==> src/rtl/branch_seq_pkg.sv <==
// Shared encodings for the control-transfer sequencer and the main control FSM.
`default_nettype none

package branch_seq_pkg;

  localparam logic [5:0] OPC_RTYPE = 6'h00;
  localparam logic [5:0] OPC_J     = 6'h02;
  localparam logic [5:0] OPC_JAL   = 6'h03;
  localparam logic [5:0] OPC_BEQ   = 6'h04;
  localparam logic [5:0] OPC_BNE   = 6'h05;
  localparam logic [5:0] OPC_BLE   = 6'h06;
  localparam logic [5:0] OPC_BGT   = 6'h07;
  localparam logic [5:0] FN_JR     = 6'h08;

  typedef enum logic [2:0] {
    S_IDLE     = 3'd0,
    S_BR_ADDR  = 3'd1,
    S_BR_CMP   = 3'd2,
    S_JAL_LINK = 3'd3,
    S_J_WRITE  = 3'd4,
    S_JR_WRITE = 3'd5,
    S_FIN      = 3'd6
  } state_e;

  typedef enum logic [2:0] {
    CLS_BR  = 3'd0,
    CLS_J   = 3'd1,
    CLS_JAL = 3'd2,
    CLS_JR  = 3'd3,
    CLS_ILL = 3'd4
  } cls_e;

  localparam logic [1:0] PCS_ALU    = 2'b00;
  localparam logic [1:0] PCS_ALUOUT = 2'b01;
  localparam logic [1:0] PCS_JUMP   = 2'b10;
  localparam logic [1:0] PCS_REGA   = 2'b11;

  localparam logic [1:0] SRCB_REGB    = 2'b00;
  localparam logic [1:0] SRCB_FOUR    = 2'b01;
  localparam logic [1:0] SRCB_SEXT    = 2'b10;
  localparam logic [1:0] SRCB_SEXT_SH = 2'b11;

  localparam logic [2:0] ALUOP_PASSA = 3'b000;
  localparam logic [2:0] ALUOP_ADD   = 3'b001;
  localparam logic [2:0] ALUOP_SUB   = 3'b010;

  localparam logic [1:0] BC_GT  = 2'b00;
  localparam logic [1:0] BC_NGT = 2'b01;
  localparam logic [1:0] BC_NEQ = 2'b10;
  localparam logic [1:0] BC_EQ  = 2'b11;

endpackage

`default_nettype wire

==> src/rtl/branch_seq_decode.sv <==
// Combinational opcode/funct classifier: instruction class plus branch condition code.
`default_nettype none

module branch_seq_decode
  import branch_seq_pkg::*;
#(
  parameter int OP_W = 6
) (
  input  logic [OP_W-1:0] opcode_i,
  input  logic [OP_W-1:0] funct_i,
  output cls_e            cls_o,
  output logic [1:0]      cond_o
);

  always_comb begin
    cls_o  = CLS_ILL;
    cond_o = BC_GT;
    case (opcode_i)
      OP_W'(OPC_BEQ):   begin cls_o = CLS_BR; cond_o = BC_EQ;  end
      OP_W'(OPC_BNE):   begin cls_o = CLS_BR; cond_o = BC_NEQ; end
      OP_W'(OPC_BLE):   begin cls_o = CLS_BR; cond_o = BC_NGT; end
      OP_W'(OPC_BGT):   begin cls_o = CLS_BR; cond_o = BC_GT;  end
      OP_W'(OPC_J):     cls_o = CLS_J;
      OP_W'(OPC_JAL):   cls_o = CLS_JAL;
      OP_W'(OPC_RTYPE): cls_o = (funct_i == OP_W'(FN_JR)) ? CLS_JR : CLS_ILL;
      default:          cls_o = CLS_ILL;
    endcase
  end

endmodule

`default_nettype wire

==> src/rtl/branch_seq.sv <==
// Multicycle control-transfer sequencer: drives PC-write, ALU and link controls, then pulses done.
`default_nettype none

module branch_seq
  import branch_seq_pkg::*;
#(
  parameter int OP_W     = 6,
  parameter int LINK_REG = 31
) (
  input  logic            clk,
  input  logic            reset,
  input  logic            start,
  input  logic [OP_W-1:0] opcode,
  input  logic [OP_W-1:0] funct,
  output logic            busy,
  output logic            done,
  output logic            illegal,
  output logic            PCWrite,
  output logic            PCWriteCond,
  output logic [1:0]      branch_ctrl,
  output logic [1:0]      pc_source,
  output logic            alu_src_a,
  output logic [1:0]      alu_src_b,
  output logic [2:0]      alu_op,
  output logic            alu_out_load,
  output logic            reg_write,
  output logic [4:0]      link_dst
);

  state_e     state_q, state_d;
  logic [1:0] cond_q, cond_d;
  logic       ill_q, ill_d;
  cls_e       dec_cls;
  logic [1:0] dec_cond;

  branch_seq_decode #(.OP_W(OP_W)) u_decode (
    .opcode_i (opcode),
    .funct_i  (funct),
    .cls_o    (dec_cls),
    .cond_o   (dec_cond)
  );

  always_ff @(posedge clk or negedge reset) begin
    if (!reset) begin
      state_q <= S_IDLE;
      cond_q  <= BC_GT;
      ill_q   <= 1'b0;
    end else begin
      state_q <= state_d;
      cond_q  <= cond_d;
      ill_q   <= ill_d;
    end
  end

  // Decoded operands are captured only on an accepted start; later input changes are ignored.
  always_comb begin
    state_d = state_q;
    cond_d  = cond_q;
    ill_d   = ill_q;
    case (state_q)
      S_IDLE: begin
        if (start) begin
          cond_d = dec_cond;
          ill_d  = 1'b0;
          case (dec_cls)
            CLS_BR:  state_d = S_BR_ADDR;
            CLS_J:   state_d = S_J_WRITE;
            CLS_JAL: state_d = S_JAL_LINK;
            CLS_JR:  state_d = S_JR_WRITE;
            default: begin
              state_d = S_FIN;
              ill_d   = 1'b1;
            end
          endcase
        end
      end
      S_BR_ADDR:  state_d = S_BR_CMP;
      S_BR_CMP:   state_d = S_FIN;
      S_JAL_LINK: state_d = S_J_WRITE;
      S_J_WRITE:  state_d = S_FIN;
      S_JR_WRITE: state_d = S_FIN;
      S_FIN: begin
        state_d = S_IDLE;
        ill_d   = 1'b0;
      end
      default:    state_d = S_IDLE;
    endcase
  end

  always_comb begin
    busy         = (state_q != S_IDLE);
    done         = 1'b0;
    illegal      = 1'b0;
    PCWrite      = 1'b0;
    PCWriteCond  = 1'b0;
    branch_ctrl  = BC_GT;
    pc_source    = PCS_ALU;
    alu_src_a    = 1'b0;
    alu_src_b    = SRCB_REGB;
    alu_op       = ALUOP_PASSA;
    alu_out_load = 1'b0;
    reg_write    = 1'b0;
    link_dst     = 5'd0;
    case (state_q)
      S_BR_ADDR: begin
        alu_src_b    = SRCB_SEXT_SH;
        alu_op       = ALUOP_ADD;
        alu_out_load = 1'b1;
      end
      S_BR_CMP: begin
        alu_src_a   = 1'b1;
        alu_op      = ALUOP_SUB;
        PCWriteCond = 1'b1;
        pc_source   = PCS_ALUOUT;
        branch_ctrl = cond_q;
      end
      // PC already holds PC+4 here, so passing A through links the return address.
      S_JAL_LINK: begin
        reg_write = 1'b1;
        link_dst  = 5'(LINK_REG);
      end
      S_J_WRITE: begin
        PCWrite   = 1'b1;
        pc_source = PCS_JUMP;
      end
      S_JR_WRITE: begin
        PCWrite   = 1'b1;
        pc_source = PCS_REGA;
      end
      S_FIN: begin
        done    = 1'b1;
        illegal = ill_q;
      end
      default: ;
    endcase
  end

endmodule

`default_nettype wire

==> config.mk <==
export PLATFORM = sky130hd
export DESIGN_NAME = branch_seq
export DESIGN_NICKNAME = d
export VERILOG_FILES = /design/src/rtl/branch_seq_pkg.sv /design/src/rtl/branch_seq_decode.sv /design/src/rtl/branch_seq.sv
export SDC_FILE = /design/constraint.sdc
export NUM_CORES = 1
export LEC_CHECK = 0
export ABC_AREA = 1
export CAP_MARGIN = 20
export CORE_UTILIZATION = 30
export CTS_BUF_LIST = sky130_fd_sc_hd__clkbuf_4 sky130_fd_sc_hd__clkbuf_8
export DETAILED_ROUTE_END_ITERATION = 7
export PLACE_DENSITY = 0.8
export SLEW_MARGIN = 20
export SYNTH_ARGS = -nofsm -noshare
export SYNTH_HDL_FRONTEND = slang
export SYNTH_SLANG_ARGS = --single-unit
==> constraint.sdc <==
create_clock -name clk -period 1.7 [get_ports clk]
set_input_delay 0.34 -clock clk [delete_from_list [all_inputs] [get_ports clk]]
set_output_delay 0.34 -clock clk [all_outputs]
set_load 0.05 [all_outputs]
**Word-level counts from Yosys, hierarchy flattened**

Cells that the tools add are included.

- Logic and storage cells: 51
- Bits of input ports: 15
- Register bits: 6

- Muxes and demuxes: 20
- Equal/unequal tests: 17
- Reductions and logical operators: 11

Operators by type and width:

| kind | count |
|---|---|
| $pmux W3 S4 | 3 |
| $eq A6 B3 Y1 const B | 4 |
| $eq A3 B2 Y1 const B | 4 |
| $eq A6 B2 Y1 const B | 2 |
| $pmux W2 S3 | 2 |
| $eq A3 B3 Y1 const B | 3 |
| $mux W1 | 8 |
| $reduce_or A4 Y1 | 2 |
| $eq A3 B1 Y1 const B | 2 |
| $eq A6 B4 Y1 const B | 1 |
| $logic_not A3 Y1 | 2 |
| $logic_not A6 Y1 | 1 |
| $mux W3 | 2 |
| $mux W5 | 1 |
| $mux W2 | 2 |
| $pmux W2 S2 | 1 |
| $reduce_and A2 Y1 | 2 |
| $reduce_bool A3 Y1 | 1 |
| $reduce_or A3 Y1 | 1 |
| $ne A2 B2 Y1 const B | 1 |
| $pmux W1 S2 | 1 |
| $reduce_bool A2 Y1 | 1 |
| $reduce_or A2 Y1 | 1 |

**Depth between registers and ports, before layout**

- Depth after elaboration: 8
- Gate-level depth with buffers: 8
- Gate-level depth less buffers: 8

**By module**

Synthesis repeated with hierarchy kept, for this count alone.

- Cell total of the unflattened synthesis: 96
- Area, all modules: 578.1 um^2

Modules (own cells, without submodules):

| module | cells an instance | area each (um^2) | instances | sequential area each (um^2) |
|---|---|---|---|---|
| branch_seq | 68 | 459.2 | 1 | 150.1 |
| branch_seq_decode | 28 | 118.9 | 1 | 0.0 |

**Worst setup path before layout**

No wires, ideal clock.

- Path kind: reg-to-output
- From: reg state_q[1]
- To: out link_dst[0]
- Stages on the path, launching flop included: 4
- Buffers on the path: 1
- Path slack: -0.881 ns
- Arrival: 2.241 ns
- Cell sequence: dfrtp_1 inv_1 nor3_1 buf_4

- Cells in the longest elaborated chain, start to end: 2

RTL lines:

| element | line | source |
|---|---|---|
| start: declaration | branch_seq.sv:30 | `state_e state_q, state_d;` |
| start signal: assignment | branch_seq.sv:49 | `state_q <= state_d;` |
| $eq A3 B2 Y1 | branch_seq.sv:104 | `case (state_q)` |
| $mux W5 | branch_seq.sv:104 |  |
| end: declaration | branch_seq.sv:27 | `output logic [4:0] link_dst` |

Every way passes these cells.

**Worst setup path after layout**

- From: reg state_q[2]
- To: out alu_src_b[0]

- Cells in the longest elaborated chain, start to end: 2

RTL lines:

| element | line | source |
|---|---|---|
| $eq A3 B1 Y1 | branch_seq.sv:104 |  |
| $mux W2 | branch_seq.sv:104 |  |
| end: declaration | branch_seq.sv:23 | `output logic [1:0] alu_src_b,` |

Every way passes these cells.

==> results.yml <==
run_status:
  status: "completed"
critical_path:
  ff2ff_path_depth: 9
  critPathCaptureType: "primary output"
  critical_path_class: "reg -> out"
  crit_arrival_ns: 1.35
  crit_path_max_fanout: 5
  r2r_slack_ns: 0.35
  worstSetupStartpointType: "flop"
  reg2reg_to: "ill_q"
  cp.required_ns: 1.36
  cp-startpoint: "state_q[2]"
  crit_end: "alu_src_b[0]"
  rr_startpoint: "state_q[2]"
logic_synthesis:
  syn_nets: 97
  ys_ff_latch: 6
  syn_avg_cell_area_um2: 6.64
  synth_area_um2: 544
  synth_cells: 82
  yosysWarnings: 0
  seq_area_frac_synth_pct: 27.6
  ys_types: 19
place:
  place_congestion: 0.746
  hpwlAfterDp_um: 1220
  io_buffers: 35
  dp_slack_ns: 0.0915
final_layout:
  layout_commonest_cell: "buf_12"
  area_growth_syn_to_layout_pct: 120
  n_antenna_cell: 0
  seq_area_um2: 154
  nNetsFinal: 133
  drive_above_1_share_pct: 45.3
  fillers: 120
  layout_common_cells: "buf_12, clkdlybuf4s50_1, inv_1, nor2_1, nand2_1"
  multi_input_area_um2: 308
clock_network:
  clk_path_buf_depth: 2
  cts_tree: "built"
  cts_buffers: 3
  clk_latency_ns: 0.26
  htreeDepth: 1
  clock_sinks: 6
  ctsHoldBuffers: 0
  ctsRootBufferMaster: "clkbuf_4"
  path_clk_slew_ns: 0.05
sta:
  setup_viol: 0
  min_period_ns: 1.69
  finalClockSkew_ns: 0.00959
  worst_slack_ns: 0.0103
  period_share_pct: 99.4
  slew_violations: 0
  max_freq_mhz: 592
  finalSetupTns_ns: 0
  finalHoldViolations: 0
global_routing:
  grt_antenna_before_repair: 0
  grt_max_degree: 7
  grt_pass1_vias: 596
  grt_pass1_wl_um: 2370
  track_usage_pct: 16.5
  grt-ovfl-total: 0
route:
  wire_per_inst_um: 10.5
  viasPerCell: 4.46
  drt_iter0_markers: 17
  drc: 0
  postRouteAntennaNets: 0
  dr_total_vias: 633
  first_pass_iters: 5
  wirelength_um: 1500
min_path:
  hold_path_class: "in -> async"
power:
  cellLeakagePower_nw: 0.532
  power_density_mw_per_mm2: 1490
  p_total_mw: 1.78
  irDropWorstVdd_mv: 0.838
floorplan:
  die_h_um: 44.6
  die-area_mm2: 0.00199
  die_w_um: 44.6
  core-area_mm2: 0.00171
  io_pins: 37
  num_rows: 15
  start_util_pct: 31.9
flow_run:
  cap_violations: 0
[metrics by stage]
step | util, % | instances | hold slack (ns) | cell area (µm²)
5_1_grt | 70.0 | 142 | 0.348 | 1200
6_report | 70.0 | 142 | 0.323 | 1200
4_1_cts | 66.9 | 138 | 0.321 | 1140
2_1_floorplan | - | 82 | 0.0444 | 594
3_5_place_dp | 64.3 | 134 | 0.475 | 1100
3_3_place_gp | 64.3 | 134 | 0.476 | 1100
[worst min-delay path by stage]
stage          startpoint    endpoint  slack (ns)  cells after the start
5_1_grt             reset  state_q[0]        0.35                      1
2_1_floorplan       reset   cond_q[0]        0.04                      0
3_3_place_gp    cond_q[0]   cond_q[0]        0.48                      2
3_5_place_dp    cond_q[0]   cond_q[0]        0.48                      2
6_report            reset  state_q[0]        0.32                      1
4_1_cts             reset  state_q[0]        0.32                      1
[cells by family after synthesis]
| group | Yosys count | synth area share (%) |
|---|---|---|
| and+or+nand+nor | 40 | 37.7 |
| DFF | 6 | 27.6 |
| AOI/OAI and AO/OA | 7 | 7.82 |
| buffers and inverters | 28 | 26.2 |
| other | 1 | 0.689 |
[flip-flops by register name (all words and copies together) (netlist names)]
register and count:
state_q 3, cond_q 2, ill_q 1
[routing by layer]
layer  wire length (µm)  share of wire, %  up-vias  GRT usage (%)
met5                  0                 0        -              0
met2                808                54       33           30.6
met3                 98               6.6        4           4.08
li1                   -                 -      317              -
met4                 37               2.5        0           10.9
met1                550                37      279           16.0
[what timing repair did]
item | CTS | global route
pin swaps | 0 | 2
gates resized for setup | 9 | 5
setup buffers | 0 | 4
endpoints found under the setup margin | 14 | 17
[synthesized netlist by cell type]
cell type | n | area [µm²]
nor2_1 | 14 | 52.6
nor2_2 | 2 | 12.5
nand3_1 | 7 | 35.0
nor2_4 | 2 | 22.5
buf_4 | 10 | 75.1
nand3_2 | 2 | 20.0
a21oi_1 | 3 | 15.0
inv_2 | 3 | 11.3
o21ai_0 | 1 | 5.00
nand2_1 | 8 | 30.0
conb_1 | 1 | 3.75
o2111ai_1 | 1 | 8.76
o31ai_1 | 1 | 7.51
dfrtp_1 | 6 | 150
nand2_4 | 1 | 11.3
nor3_1 | 3 | 15.0
nor4_1 | 1 | 6.26
inv_1 | 15 | 56.3
o22ai_1 | 1 | 6.26
[critical path, cell delays in order (launching register included)]
cell	delay (ns)
dfrtp_2	0.47
nor2_4	0.13
inv_2	0.06
nor2_2	0.11
buf_6	0.17
buf_12	0.14
[cell type report]
cell class / instances / share of cell area (%)
inverter: 18 / 6.07
timing repair buffer: 41 / 50.2
multi-input combinational: 48 / 25.7
sequential: 6 / 12.9
clock buffer: 4 / 2.51
tap: 25 / 2.62
[report_power, final]
| group | switching, mW | internal (mW) | total (mW) |
|---|---|---|---|
| Sequential | 0.0638 | 0.193 | 0.256 |
| Combinational | 0.778 | 0.579 | 1.36 |
| Clock | 0.0605 | 0.105 | 0.166 |
Power figures use the tool's default switching activity.
